`src/rtl/fuzzy_rule_inference_if.sv`:
```
// Handshake and membership bus between the fuzzifier, the rule-inference
// stage and the defuzzifier.
interface fuzzy_rule_inference_if #(
  parameter int W = 8
);
  logic           in_valid;
  logic           in_ready;
  logic [5*W-1:0] e_mu;
  logic [5*W-1:0] de_mu;
  logic           out_valid;
  logic           out_ready;
  logic [W-1:0]   fuzzy_pl;
  logic [W-1:0]   fuzzy_ps;
  logic [W-1:0]   fuzzy_z;
  logic [W-1:0]   fuzzy_ns;
  logic [W-1:0]   fuzzy_nl;

  modport master (
    output in_valid, e_mu, de_mu, out_ready,
    input  in_ready, out_valid, fuzzy_pl, fuzzy_ps, fuzzy_z, fuzzy_ns, fuzzy_nl
  );

  modport slave (
    input  in_valid, e_mu, de_mu, out_ready,
    output in_ready, out_valid, fuzzy_pl, fuzzy_ps, fuzzy_z, fuzzy_ns, fuzzy_nl
  );
endinterface

```
`src/rtl/fuzzy_rule_inference.sv`:
```
// Sequential min/max evaluation of the 25-rule PD rule base, one rule per
// clock, feeding the five aggregated memberships to the defuzzifier.
module fuzzy_rule_inference #(
  parameter int W = 8
) (
  input  logic                    clk,
  input  logic                    rst,
  fuzzy_rule_inference_if.slave   bus
);

  typedef enum logic [1:0] {
    IDLE = 2'd0,
    EVAL = 2'd1,
    OUT  = 2'd2
  } stateE;

  stateE          stateR;
  stateE          nextStateS;
  logic           inReadyR;
  logic           outValidR;
  logic [2:0]     iR;
  logic [2:0]     jR;
  logic [2:0]     iNextS;
  logic [2:0]     jNextS;
  logic [2:0]     cS;
  logic [5*W-1:0] eMuR;
  logic [5*W-1:0] deMuR;
  logic [W-1:0]   accR     [5];
  logic [W-1:0]   accNextS [5];
  logic [W-1:0]   eSelS;
  logic [W-1:0]   deSelS;
  logic [W-1:0]   strengthS;
  logic           acceptS;
  logic           lastRuleS;

  function automatic logic [W-1:0] selectSet(input logic [5*W-1:0] v, input logic [2:0] idx);
    logic [W-1:0] r;
    case (idx)
      3'd0:    r = v[W-1:0];
      3'd1:    r = v[2*W-1:W];
      3'd2:    r = v[3*W-1:2*W];
      3'd3:    r = v[4*W-1:3*W];
      3'd4:    r = v[5*W-1:4*W];
      default: r = {W{1'b0}};
    endcase
    return r;
  endfunction

  function automatic logic [W-1:0] minW(input logic [W-1:0] a, input logic [W-1:0] b);
    return (a < b) ? a : b;
  endfunction

  function automatic logic [W-1:0] maxW(input logic [W-1:0] a, input logic [W-1:0] b);
    return (a > b) ? a : b;
  endfunction

  // Consequent index clamp(i+j-2, 0, 4): 0=NL .. 4=PL, same packing as the inputs.
  function automatic logic [2:0] consequent(input logic [2:0] i, input logic [2:0] j);
    logic [3:0] sum;
    logic [2:0] r;
    sum = {1'b0, i} + {1'b0, j};
    if (sum < 4'd2) begin
      r = 3'd0;
    end else if (sum > 4'd6) begin
      r = 3'd4;
    end else begin
      r = 3'(sum - 4'd2);
    end
    return r;
  endfunction

  // Rule datapath: strength of the current rule and the accumulators it updates.
  always_comb begin
    eSelS     = selectSet(eMuR, iR);
    deSelS    = selectSet(deMuR, jR);
    strengthS = minW(eSelS, deSelS);
    cS        = consequent(iR, jR);
    lastRuleS = (iR == 3'd4) && (jR == 3'd4);
    acceptS   = inReadyR && bus.in_valid;
    if (jR == 3'd4) begin
      jNextS = 3'd0;
      iNextS = iR + 3'd1;
    end else begin
      jNextS = jR + 3'd1;
      iNextS = iR;
    end
    for (int k = 0; k < 5; k++) begin
      if (cS == 3'(k)) begin
        accNextS[k] = maxW(accR[k], strengthS);
      end else begin
        accNextS[k] = accR[k];
      end
    end
  end

  // Next-state logic.
  always_comb begin
    nextStateS = stateR;
    case (stateR)
      IDLE: begin
        if (acceptS) begin
          nextStateS = EVAL;
        end else begin
          nextStateS = IDLE;
        end
      end
      EVAL: begin
        if (lastRuleS) begin
          nextStateS = OUT;
        end else begin
          nextStateS = EVAL;
        end
      end
      OUT: begin
        if (bus.out_ready) begin
          nextStateS = IDLE;
        end else begin
          nextStateS = OUT;
        end
      end
      default: nextStateS = IDLE;
    endcase
  end

  // State register with handshake flags decoded from the next state.
  always_ff @(posedge clk) begin
    if (rst) begin
      stateR    <= IDLE;
      inReadyR  <= 1'b1;
      outValidR <= 1'b0;
    end else begin
      stateR    <= nextStateS;
      inReadyR  <= (nextStateS == IDLE);
      outValidR <= (nextStateS == OUT);
    end
  end

  // Input capture, rule counters and accumulators (which double as the outputs).
  always_ff @(posedge clk) begin
    if (rst) begin
      iR    <= 3'd0;
      jR    <= 3'd0;
      eMuR  <= {(5*W){1'b0}};
      deMuR <= {(5*W){1'b0}};
      for (int k = 0; k < 5; k++) begin
        accR[k] <= {W{1'b0}};
      end
    end else if (acceptS) begin
      iR    <= 3'd0;
      jR    <= 3'd0;
      eMuR  <= bus.e_mu;
      deMuR <= bus.de_mu;
      for (int k = 0; k < 5; k++) begin
        accR[k] <= {W{1'b0}};
      end
    end else if (stateR == EVAL) begin
      iR <= iNextS;
      jR <= jNextS;
      for (int k = 0; k < 5; k++) begin
        accR[k] <= accNextS[k];
      end
    end
  end

  assign bus.in_ready  = inReadyR;
  assign bus.out_valid = outValidR;
  assign bus.fuzzy_nl  = accR[0];
  assign bus.fuzzy_ns  = accR[1];
  assign bus.fuzzy_z   = accR[2];
  assign bus.fuzzy_ps  = accR[3];
  assign bus.fuzzy_pl  = accR[4];

endmodule

```
`src/flat_wrapper.sv`:
```
// flat-port wrapper written by rule: the top's interface ports become plain ports
module fuzzy_rule_inference_flat 
#(
  parameter int W = 8
)
  (clk, rst, bus_in_valid, bus_e_mu, bus_de_mu, bus_out_ready, bus_in_ready, bus_out_valid, bus_fuzzy_pl, bus_fuzzy_ps, bus_fuzzy_z, bus_fuzzy_ns, bus_fuzzy_nl);
  fuzzy_rule_inference_if #(.W(W)) bus_i ();
  input  logic clk;
  input  logic rst;
  input wire logic [$bits(bus_i.in_valid)-1:0] bus_in_valid;
  input wire logic [$bits(bus_i.e_mu)-1:0] bus_e_mu;
  input wire logic [$bits(bus_i.de_mu)-1:0] bus_de_mu;
  input wire logic [$bits(bus_i.out_ready)-1:0] bus_out_ready;
  output wire logic [$bits(bus_i.in_ready)-1:0] bus_in_ready;
  output wire logic [$bits(bus_i.out_valid)-1:0] bus_out_valid;
  output wire logic [$bits(bus_i.fuzzy_pl)-1:0] bus_fuzzy_pl;
  output wire logic [$bits(bus_i.fuzzy_ps)-1:0] bus_fuzzy_ps;
  output wire logic [$bits(bus_i.fuzzy_z)-1:0] bus_fuzzy_z;
  output wire logic [$bits(bus_i.fuzzy_ns)-1:0] bus_fuzzy_ns;
  output wire logic [$bits(bus_i.fuzzy_nl)-1:0] bus_fuzzy_nl;
  assign bus_i.in_valid = bus_in_valid;
  assign bus_i.e_mu = bus_e_mu;
  assign bus_i.de_mu = bus_de_mu;
  assign bus_i.out_ready = bus_out_ready;
  assign bus_in_ready = bus_i.in_ready;
  assign bus_out_valid = bus_i.out_valid;
  assign bus_fuzzy_pl = bus_i.fuzzy_pl;
  assign bus_fuzzy_ps = bus_i.fuzzy_ps;
  assign bus_fuzzy_z = bus_i.fuzzy_z;
  assign bus_fuzzy_ns = bus_i.fuzzy_ns;
  assign bus_fuzzy_nl = bus_i.fuzzy_nl;
  fuzzy_rule_inference #(.W(W)) u_core (.clk(clk), .rst(rst), .bus(bus_i));
endmodule
```
`config.mk`:
```
export PLATFORM = sky130hd
export DESIGN_NAME = fuzzy_rule_inference_flat
export DESIGN_NICKNAME = d
export VERILOG_FILES = /design/src/rtl/fuzzy_rule_inference_if.sv /design/src/rtl/fuzzy_rule_inference.sv /design/src/flat_wrapper.sv
export SDC_FILE = /design/constraint.sdc
export NUM_CORES = 1
export LEC_CHECK = 0
export CAP_MARGIN = 40
export CORE_UTILIZATION = 52
export DETAILED_ROUTE_END_ITERATION = 16
export PLACE_DENSITY = 0.86
export SETUP_SLACK_MARGIN = 0.1
export SYNTH_ARGS = -nofsm -noshare
export SYNTH_HDL_FRONTEND = slang
export SYNTH_SLANG_ARGS = --single-unit
```
`constraint.sdc`:
```
create_clock -name clk -period 6.3 [get_ports clk]
set_input_delay 1.575 -clock clk [delete_from_list [all_inputs] [get_ports clk]]
set_output_delay 1.575 -clock clk [all_outputs]
set_load 0.01 [all_outputs]
```
[Word level (Yosys, flattened, before mapping)]
Memory sizes are Yosys's and may differ from the RTL's.
Index checks and enable logic that the tools add are counted.
Storage, ports and cells
  memory bits (writable): 40
  memories: 1
  input bits: 84
  word-level logic and storage cells: 93
  output and inout bits: 42
  flip-flop bits (word level): 90
Operators by class
  reductions and logical operators: 9
  order comparisons: 8
  $add $sub $neg: 4
  equality and inequality tests: 15
  muxes and demuxes: 39
  bitwise operators: 10
Memories
  u_core.accR: depth 5, width 8, read ports 5, clocked after Yosys merged registers in 0, write ports 5, RTL line fuzzy_rule_inference.sv:28  | logic [W-1:0] accR [5];
Operator list (count)
  two-way mux 8 bit: 21
  one-hot mux 8 bit (5 select lines): 2
  greater-than comparator 8 bit: 5
  == test 3 x 2 -> 1 bit, second input constant: 6
  two-way mux 1 bit: 10
  bitwise OR 1 bit: 10
  == test 3 x 1 -> 1 bit, second input constant: 3
  == test 3 bit, second input constant: 3
  logical NOT 3 bit: 3
  two-way mux 3 bit: 3
  less-than comparator 8 bit: 1
  adder 3 x 1 -> 3 bit, second input constant: 2
  one-hot mux 2 bit (3 select lines): 1
  adder 3 x 3 -> 4 bit: 1
  == test 2 bit, second input constant: 2
  greater-than comparator 4 x 3 -> 1 bit, second input constant: 1
  logical NOT 2 bit: 2
  less-than comparator 4 x 2 -> 1 bit, second input constant: 1
  two-way mux 2 bit: 2
  subtractor 3 x 2 -> 3 bit, second input constant: 1
  == test 2 x 1 -> 1 bit, second input constant: 1
  logical AND 1 bit: 2
  AND reduction 2 bit: 1
  OR reduction 2 bit: 1

[Logic depth before layout (Yosys ltp)]
  depth in word-level cells: 8
  gate-level depth with buffers: 21
  gate-level depth less buffers: 19

[Worst setup path after synthesis]
Ideal clock, no wire load.
  kind: flip-flop to flip-flop
  start: register, netlist name u_core.iR[2]
  end: memory u_core.accR[2][0] (netlist: u_core.accR[0][16]) (enable)
  stages on the path, launching flop included: 20
  setup time: 0.376 ns
  path buffers: 3
  period minus slack after synthesis: 4.680 ns
  required time: 5.924 ns
  path slack: 1.620 ns
  arrival: 4.304 ns
  cells stage by stage: dfxtp_1 -> clkbuf_8 -> clkbuf_1 -> inv_1 -> ha_1 -> buf_4 -> a221o_1 -> ha_1 -> and4_1 -> nand2_1 -> o311ai_1 -> a21oi_4 -> mux2i_1 -> ha_1 -> a21o_1 -> a21o_1 -> a21oi_1 -> o211ai_1 -> a31o_2 -> o211ai_1
RTL lines (RTL line)
  end: declaration: fuzzy_rule_inference.sv:28

==> impl_metrics.ini <==
[run_status]
status = finished, final reports clean

[logic_synthesis]
synthFlopType = dfxtp_1
synthAdderAreaFrac_pct = 11.0
ys_ff_latch = 130
synth_compound_area_share_pct = 17.2
synth_top_family_by_area = compound AO/OA/AOI/OAI gates
yosysTopAreaCell = dfxtp_1
synth_edf_count = 40
syn_nets = 837
synthSimpleGateAreaFrac_pct = 16.3
synthMuxAreaShare_pct = 2.00
ys_seq_area_share_pct = 47.1
synth-async-reset-ratio_pct = 0
synthesis.area_mm2 = 0.00638
synthTopCellsByArea = dfxtp_1, edfxtp_1, nand2_1
synth.yosys.warnings = 0
syn_area_per_cell_um2 = 9.09
synth_xor_area_share_pct = 1.78
synth_top_area_share_pct = 28.2
synth_cell_type_count = 49
syn_inst = 702

[placement]
place_congestion = 0.891
dp_hpwl_um = 12100
port_buffers = 125
place_ws_ps = 932

[clock_tree]
post-cts-setup-buffers = 0
cts_made_buffers = 17
clk_pin_slew_ps = 50
htree_levels = 4
cts_tree = built
cts_resized = 0
clock-sinks = 130
cts_buffer_depth = 2
insertion_delay_ps = 420
ctsHoldBuffers = 0
cts-root-buf = clkbuf_16

[grt]
grt_pass1_vias = 5401
grt_pass1_wl_um = 26900
grt-ovfl-total = 0
antenna_found_initial = 0
grt_use_total_pct = 27.3
grt_max_degree = 86

[min_path]
hold_path_end = u_core.eMuR[4]$_SDFFE_PP0P_
hold_depth = 2
min-delay-start = u_core.eMuR[4]$_SDFFE_PP0P_
hp-class = flop to flop

[timing]
rsz0062_at_grt = no
finalHoldViolCount = 0
timing.final.max_slew_violations = 0
fin_crit_ps = 5540
fin_hold_ws_ps = 452
setup_ws_ps = 764
tightestPinTransition_ps = 891
setup-tns-final_ps = 0
fin_crit_sh_pct = 87.9
fmax_mhz = 181
slew_headroom_pct = 40.4
finalSetupViolCount = 0
fin_worst_skew_ps = 7.43

[critical_path]
crit_type = flop to flop
start_kind = flop
crit_arrival_ps = 5570
cp-end-kind = flop
timing.rr.start = u_core.jR[1]$_SDFFE_PP0N_
cp_max_fo = 11
required_ps = 6340
rr_worst_depth = 19
rr_endpoint = u_core.accR[0][21]$_SDFFCE_PN0P_
r2r_slack_ps = 760

[detailed_routing]
drtIter0Drc = 407
drc = 0
vias = 5625
wl_um = 16700
vias_per_cell = 5.79
dr.pass1.iters = 5
drtAntennaViolNets = 0
wire_per_inst_um = 17.2

[power]
ir_drop_uv = 153
p_leak_nw = 3.26
power_mw = 2.45
powerDensity_mw_per_mm2 = 295

[floorplanning]
ios = 126
fp.dieH_um = 113
die_w_um = 113
row_count = 40
initial_utilization_pct = 53.3
dieArea_mm2 = 0.0127
placeableCoreArea_mm2 = 0.0120

[cells_and_area]
fin_nets = 946
fillers = 905
drive_gt1_share_pct = 6.31
area_growth_pct = 29.9
num_antenna_cells = 0
final_util_pct = 69.3

[flow_run]
cap_viol_max_count = 0
## sequential cells by signal, summed over array words and instances, names as in the netlist
register and count:
u_core.iR 3, u_core.eMuR 40, u_core.deMuR 40, u_core.bus.in_ready 1, u_core.stateR 2, u_core.jR 3, u_core.accR 40, u_core.bus.out_valid 1
## synth_stat cells, types with 2 or more instances
| cell type | instances |
|---|---|
| and2_1 | 3 |
| ha_1 | 50 |
| buf_2 | 2 |
| clkbuf_1 | 24 |
| nand2_1 | 186 |
| a22oi_1 | 12 |
| mux2i_1 | 6 |
| buf_4 | 3 |
| o21a_1 | 2 |
| buf_6 | 4 |
| mux2_2 | 6 |
| nand4_1 | 12 |
| nor2_1 | 31 |
| inv_1 | 26 |
| maj3_2 | 4 |
| dfxtp_1 | 90 |
| and3_1 | 2 |
| a32oi_1 | 3 |
| a31oi_1 | 7 |
| o21ai_0 | 4 |
| a31o_2 | 2 |
| a221o_1 | 5 |
| a222oi_1 | 6 |
| buf_1 | 4 |
| nand2b_1 | 2 |
| edfxtp_1 | 40 |
| nor2b_1 | 3 |
| a21o_1 | 14 |
| o2111ai_1 | 6 |
| xnor2_1 | 7 |
| nand3_1 | 6 |
| o211ai_1 | 8 |
| xor2_1 | 6 |
| nor3b_1 | 3 |
| nor3_1 | 3 |
| a21oi_1 | 97 |
## cells by family after synthesis
kind of cell,after synthesis
AO/OA/AOI/OAI,173
XOR/XNOR,13
adder cells (fa/ha/maj),56
buffers and inverters,65
flip-flops,130
multiplexers,12
AND/OR/NAND/NOR,253
## stage by stage
step,instance area (um2),std cells
finish,8290,971
global route,8290,971
floorplan,6380,702
detailed placement,7640,939
CTS,8290,971
global placement,7640,939
## how the worst max path moves through the flow
stage	start	to	slack, ps	cells past startpoint
after global placement	u_core.jR[1]$_SDFFE_PP0N_	u_core.accR[0][20]$_SDFFCE_PN0P_	1150	19
after global routing	u_core.jR[1]$_SDFFE_PP0N_	u_core.accR[0][18]$_SDFFCE_PN0P_	490	19
after detailed placement	u_core.jR[1]$_SDFFE_PP0N_	u_core.accR[0][20]$_SDFFCE_PN0P_	930	19
final	u_core.jR[1]$_SDFFE_PP0N_	u_core.accR[0][21]$_SDFFCE_PN0P_	760	19
after CTS	u_core.jR[1]$_SDFFE_PP0N_	u_core.accR[0][19]$_SDFFCE_PN0P_	820	19
after floorplan	u_core.iR[2]$_SDFFE_PP0P_	u_core.accR[0][16]$_SDFFCE_PN0P_	1620	19
## power by group
part	internal (mW)	total (mW)	switching, mW
Combinational	0.203	0.433	0.230
Clock	0.706	1.05	0.348
Sequential	0.921	0.960	0.0389
## layout make-up
class / count / area, um2 / area share (%)
inverter: 26 / 97.6 / 1.18
sequential: 130 / 3000 / 36.2
multi-input combinational: 507 / 3080 / 37.2
tap: 147 / 184 / 2.22
timing repair buffer: 129 / 1280 / 15.4
clock buffer: 24 / 529 / 6.39
clock inverter: 8 / 116 / 1.40
## layer usage
layer / share of wire, % / wire, um / vias up / GRT usage [%]
met2: 50 / 8340 / 243 / 47.6
li1: - / - / 2698 / -
met1: 42 / 6980 / 2659 / 33.9
met4: 1.8 / 295 / 0 / 9.42
met3: 6.3 / 1050 / 25 / 5.52
met5: 0 / 0 / - / 0
## layout by cell type (no fill, tap or decap), drive strengths merged, types with 4 or more instances in the layout
cell type      instances
a222oi                 6
mux2                   6
clkdlybuf4s50        124
o2111ai                6
xor2                   6
buf                    5
nand4                 12
a22oi                 12
clkbuf                24
nand2                186
mux2i                  6
clkinv                 4
maj3                   5
nand3                  6
a21oi                 98
edfxtp                40
o211ai                 9
xnor2                  7
ha                    50
a221o                  5
a21o                  14
inv                   27
a31oi                  7
o21ai                  4
dfxtp                 90
nor2                  31
## worst max-delay path, stage by stage (launching register included)
cell,delay [ps]
dfxtp_1,380
inv_1,120
ha_1,440
and2_1,480
nand2_1,150
o2111ai_1,160
inv_1,70
ha_1,310
a21oi_1,150
o21a_1,170
o311ai_1,160
a21oi_4,330
mux2i_1,610
ha_1,370
a21o_1,190
a21o_1,180
a21oi_1,140
o211ai_1,110
a31o_2,220
o211ai_1,410
Power figures use the tool's default switching activity.
